`src/rtl/ifu_fetch_master.sv`:
```
// Instruction-fetch front end: holds the PC, issues one AXI-lite read per instruction,
// picks the 32-bit word out of the 64-bit beat and presents {inst_pc, inst} to decode.
// Latency: arvalid handshake -> inst_valid in 2 cycles; at least 3 cycles per instruction.
// Backpressure: inst_ready low holds the instruction in HOLD with no new read issued.
//
// Ports:
//   clk, rst_n                 clock and synchronous active-low reset
//   araddr/arvalid/arready     read address channel to the instruction SRAM
//   rdata/rvalid/rready/rresp  read data channel (8-byte beat holding the PC's word)
//   redirect/redirect_pc       one-cycle flush-and-refetch request from execute
//   inst_valid/inst_ready      handshake to decode
//   inst/inst_pc/fetch_err     instruction word, its PC, and non-OKAY response flag
module ifu_fetch_master #(
    parameter logic [31:0] RESET_PC = 32'h8000_0000
) (
    input  logic        clk,
    input  logic        rst_n,
    output logic [31:0] araddr,
    output logic        arvalid,
    input  logic        arready,
    input  logic [63:0] rdata,
    input  logic        rvalid,
    output logic        rready,
    input  logic [1:0]  rresp,
    input  logic        redirect,
    input  logic [31:0] redirect_pc,
    output logic        inst_valid,
    input  logic        inst_ready,
    output logic [31:0] inst,
    output logic [31:0] inst_pc,
    output logic        fetch_err
);

    typedef enum logic [1:0] {
        ADDR = 2'd0,
        RESP = 2'd1,
        HOLD = 2'd2
    } state_t;

    state_t      state_q,      state_n;
    logic [31:0] pc_q,         pc_n;
    logic [31:0] araddr_q,     araddr_n;
    logic        arvalid_q,    arvalid_n;
    logic        discard_q,    discard_n;
    logic        inst_valid_q, inst_valid_n;
    logic [31:0] inst_q,       inst_n;
    logic [31:0] inst_pc_q,    inst_pc_n;
    logic        fetch_err_q,  fetch_err_n;

    logic [31:0] redirect_tgt;

    // Fetch addresses are always word aligned.
    assign redirect_tgt = redirect_pc & ~32'h3;

    always_ff @(posedge clk) begin
        if (!rst_n) begin
            state_q      <= ADDR;
            pc_q         <= RESET_PC & ~32'h3;
            araddr_q     <= RESET_PC & ~32'h3;
            arvalid_q    <= 1'b0;
            discard_q    <= 1'b0;
            inst_valid_q <= 1'b0;
            inst_q       <= 32'h0;
            inst_pc_q    <= 32'h0;
            fetch_err_q  <= 1'b0;
        end else begin
            state_q      <= state_n;
            pc_q         <= pc_n;
            araddr_q     <= araddr_n;
            arvalid_q    <= arvalid_n;
            discard_q    <= discard_n;
            inst_valid_q <= inst_valid_n;
            inst_q       <= inst_n;
            inst_pc_q    <= inst_pc_n;
            fetch_err_q  <= fetch_err_n;
        end
    end

    always_comb begin
        state_n      = state_q;
        pc_n         = pc_q;
        araddr_n     = araddr_q;
        arvalid_n    = arvalid_q;
        discard_n    = discard_q;
        inst_valid_n = inst_valid_q;
        inst_n       = inst_q;
        inst_pc_n    = inst_pc_q;
        fetch_err_n  = fetch_err_q;

        unique case (state_q)
            ADDR: begin
                if (!arvalid_q) begin
                    // Only reached on the first cycle out of reset: nothing is on the
                    // bus yet, so a redirect simply changes what gets issued.
                    arvalid_n = 1'b1;
                    if (redirect) begin
                        pc_n     = redirect_tgt;
                        araddr_n = redirect_tgt;
                    end else begin
                        araddr_n = pc_q;
                    end
                end else begin
                    if (arready) begin
                        arvalid_n = 1'b0;
                        state_n   = RESP;
                    end
                    // The request already on the bus cannot be withdrawn or altered;
                    // let it complete and throw its beat away.
                    if (redirect) begin
                        pc_n      = redirect_tgt;
                        discard_n = 1'b1;
                    end
                end
            end

            RESP: begin
                if (rvalid) begin
                    if (redirect || discard_q) begin
                        // Stale beat: drop it and refetch from the newest target.
                        discard_n = 1'b0;
                        state_n   = ADDR;
                        arvalid_n = 1'b1;
                        if (redirect) begin
                            pc_n     = redirect_tgt;
                            araddr_n = redirect_tgt;
                        end else begin
                            araddr_n = pc_q;
                        end
                    end else begin
                        inst_n       = pc_q[2] ? rdata[63:32] : rdata[31:0];
                        inst_pc_n    = pc_q;
                        fetch_err_n  = (rresp != 2'b00);
                        inst_valid_n = 1'b1;
                        pc_n         = pc_q + 32'd4;
                        state_n      = HOLD;
                    end
                end else if (redirect) begin
                    pc_n      = redirect_tgt;
                    discard_n = 1'b1;
                end
            end

            HOLD: begin
                if (redirect) begin
                    // Squash wins over a same-cycle decode accept.
                    inst_valid_n = 1'b0;
                    pc_n         = redirect_tgt;
                    araddr_n     = redirect_tgt;
                    arvalid_n    = 1'b1;
                    state_n      = ADDR;
                end else if (inst_ready) begin
                    inst_valid_n = 1'b0;
                    araddr_n     = pc_q;
                    arvalid_n    = 1'b1;
                    state_n      = ADDR;
                end
            end

            default: begin
                state_n   = ADDR;
                arvalid_n = 1'b0;
            end
        endcase
    end

    assign araddr     = araddr_q;
    assign arvalid    = arvalid_q;
    assign rready     = (state_q == RESP);
    assign inst_valid = inst_valid_q;
    assign inst       = inst_q;
    assign inst_pc    = inst_pc_q;
    assign fetch_err  = fetch_err_q;

endmodule

```
`config.mk`:
```
export PLATFORM = sky130hd
export DESIGN_NAME = ifu_fetch_master
export DESIGN_NICKNAME = d
export VERILOG_FILES = /design/src/rtl/ifu_fetch_master.sv
export SDC_FILE = /design/constraint.sdc
export NUM_CORES = 1
export LEC_CHECK = 0
export ABC_AREA = 1
export ABC_CLOCK_PERIOD_IN_PS = 1600
export BUFFER_PORTS_ARGS = -buffer_cell sky130_fd_sc_hd__buf_2
export CORE_ASPECT_RATIO = 1.25
export CORE_MARGIN = 2
export CORE_UTILIZATION = 45
export CTS_CLUSTER_SIZE = 16
export DETAILED_ROUTE_END_ITERATION = 6
export GPL_TIMING_DRIVEN = 1
export PLACE_DENSITY = 0.75
export SYNTH_ARGS = -nofsm -noshare
export SYNTH_HDL_FRONTEND = slang
export SYNTH_SLANG_ARGS = --single-unit
```
`constraint.sdc`:
```
create_clock -name clk -period 1.6 [get_ports clk]
set_input_delay 0.24 -clock clk [delete_from_list [all_inputs] [get_ports clk]]
set_output_delay 0.24 -clock clk [all_outputs]
set_load 0.1 [all_outputs]
```
==> impl_metrics.toml <==
[outcome]
status = "finished with violations"
violations = "negative setup slack"

[setup_path]
cp.required_ns = 1.95
cpMostUsedCell = "nor2_1"
critical-path-top-delay-family = "buffers and inverters"
critical_path.slowest_cell = "dfxtp_4"
worstSetupPathType = "flop to flop"
cp_slowest_stage_delay_ns = 0.35
cp_cell_sequence = "buf_4 > ha_4 > a21oi_4 > o21ai_4 > nor2_4 > nand2_4 > inv_8 > buf_12 > nor2_1 > nor2_1"
cp-end-kind = "flop"
worstPathArrival_ns = 2.02
crit_path_max_fanout = 10
start_kind = "flop"
worst-path-buf-inv = 3

[detailed_routing]
drt_wl_total_mm = 21.54
drt-pass1-iter-count = 5
routed_via_density = 5.369
vias = 7237
wl_per_cell_um = 15.98
drcViolationCount = 0
initialDrtViolationCount = 438
ant_nets = 0

[logic_synthesis]
synth-main-ff-cell = "dfxtp_1"
ys_types = 38
yosysMostFrequentCell = "nand2_1"
netlist_instances = 906
syn_area_mm2 = 0.006341
synth_edf_count = 0
async_reset_ff_frac = 0
yosys-top-cells-area = "dfxtp_1 (42%), o21ai_0 (12%), nand2_1 (11%), a21oi_1 (7.4%), nor2_1 (6.3%)"
synth_common_cells = "nand2_1 (192), o21ai_0 (156), dfxtp_1 (134)"
syn_avg_cell_area_um2 = 6.999
seq_area_frac_synth = 0.4230
ys_warn_count = 0
synth_top_area_cell = "dfxtp_1"
synthesis.nets = 1017
synth_seq_cells = 134
synth_top_area_frac = 0.4230

[grt]
grt_max_degree = 61
antenna_found_initial = 0
grt_pass1_vias = 6525
grt_util_all_layers = 0.2543
grt_overflow = 0
grt_first_pass_wirelength_mm = 30.31

[cts]
cts_buffers = 17
clk_latency_ns = 0.42
cts_htree_levels = 4
cts_tree = "done"
cts-root-buf = "clkbuf_16"
clk_pin_slew_ns = 0.06
cts_sinks = 134
cts.path.max_buffers = 2
cts_hold_buf = 0

[timing]
rsz0062_at_grt = "yes"
whs_ns = 0.07796
finalSetupTns_ns = -2.044
fin_crit_ns = 1.677
hold_violations = 0
fmax_ghz = 0.5963
skew_ns = 0.01426
setup_violations = 59
finalCritPeriodShare = 1.048
worst_slack_ns = -0.07713
slew-limit-headroom = 0.5323
finalMaxSlewViolations = 0
tightest_slew_ns = 0.6942

[layout]
n_fill_cell = 1170
syn2layout_area_growth_pct = 45.34
drive_gt1_frac = 0.3572
final_util = 0.6672
diodes = 0
finish.net_count = 1271

[placed_design]
dp.final_hpwl_mm = 13.76
gp_congestion = 0.9197
port_buffers = 201
place_ws_ns = -0.07863

[power_and_ir_drop]
total_power_mw = 17.80
leakage_nw = 4.197
power_density_mw_per_mm2 = 1931
worst_ir_drop_vdd_mv = 1.328

[worst_hold_path]
hold_class = "input pin to flop"

[floorplan]
io_pins = 204
core_mm2 = 0.01381
die_h_um = 136.7
start_util = 0.4591
die_area_mm2 = 0.01506
dieWidth_um = 110.2
rows = 48

[job]
cap_violations = 0
final timing paths:
kind | start | to | slack, ns | cells past startpoint
min | rdata[25] | inst[25] | 0.08 | 3
max | state_q[0] | araddr[22] | -0.08 | 10
max reg2reg | state_q[0] | araddr[22] | -0.08 | 10
min reg2reg | araddr[1] | araddr[1] | 0.46 | 2
per-layer routing:
metal	part of all wire	vias up	GRT usage	wire length [um]
li1	-	3542	-	-
met1	0.39	3325	0.2993	8347
met2	0.52	319	0.4390	11140
met3	0.063	51	0.05571	1356
met4	0.032	0	0.1111	694
met5	0	-	0	0
metrics by stage:
step / std cells / cell area [um^2]
6_report: 1348 / 9216
3_5_place_dp: 1288 / 7950
4_1_cts: 1324 / 8613
3_3_place_gp: 1288 / 7950
2_1_floorplan: 906 / 6427
5_1_grt: 1348 / 9216
layout make-up:
type,count,area (um^2),area share
inverters,54,220.2,0.02389
multi-input cells,661,3507,0.3805
clock buffers,23,467.9,0.05077
well taps,175,219.0,0.02376
flip-flops and latches,134,2701,0.2931
repair buffers,292,1999,0.2169
clock inverters,9,101.3,0.01100
cell usage in the layout, fill, tap and decap left out, types with 3 or more instances in the layout:
cell type,instances
nor2_2,13
nand2_1,189
nand3_2,3
xor2_1,10
nor2_4,10
buf_4,64
ha_4,3
mux2i_1,4
clkinv_2,5
inv_2,4
buf_6,8
o21ai_1,27
o21ai_2,17
o21ai_0,114
clkbuf_16,22
a21oi_2,13
inv_4,4
buf_2,200
dfxtp_1,123
a31oi_1,33
buf_12,13
nand2_2,4
a21oi_4,3
dfxtp_2,9
clkbuf_1,4
nand4_1,3
a21oi_1,79
ha_1,3
nand3_1,16
inv_1,44
nor2_1,91
nor3_1,4
tightest hold or removal path: stages:
cell	delay [ns]
buf_2	0.09
nand2_1	0.05
a31oi_1	0.07
report_power, final:
group	switching [mW]	total, mW	leakage, nW	internal (mW)
sequential	0.493	4.58	1.10	4.09
clock	1.48	3.85	0.281	2.37
combinational	6.73	9.37	2.82	2.65
total	8.70	17.8	4.20	9.10
registers in the layout, summed over array words and instances (netlist names):
signal / count
araddr: 32
arvalid: 1
discard_q: 1
fetch_err: 1
inst: 32
inst_pc: 32
inst_valid: 1
pc_q: 32
state_q: 2
cells by family after synthesis:
kind of cell,after synthesis,synth area share
AOI/OAI and AO/OA,296,0.2457
xor gates and xnor gates,10,0.01381
adders and majority gates,7,0.01381
buffers and inverters,111,0.07399
DFF,134,0.4230
muxes,4,0.006314
and+or+nand+nor,344,0.2234
repair_timing:
item                       in CTS  in global routing
pin swaps                       3                 20
setup endpoints to repair      43                101
gates cloned                    1                  7
buffers inserted                3                 17
gates resized for setup        22                114
Note: power is estimated with default switching activity, not from simulation.
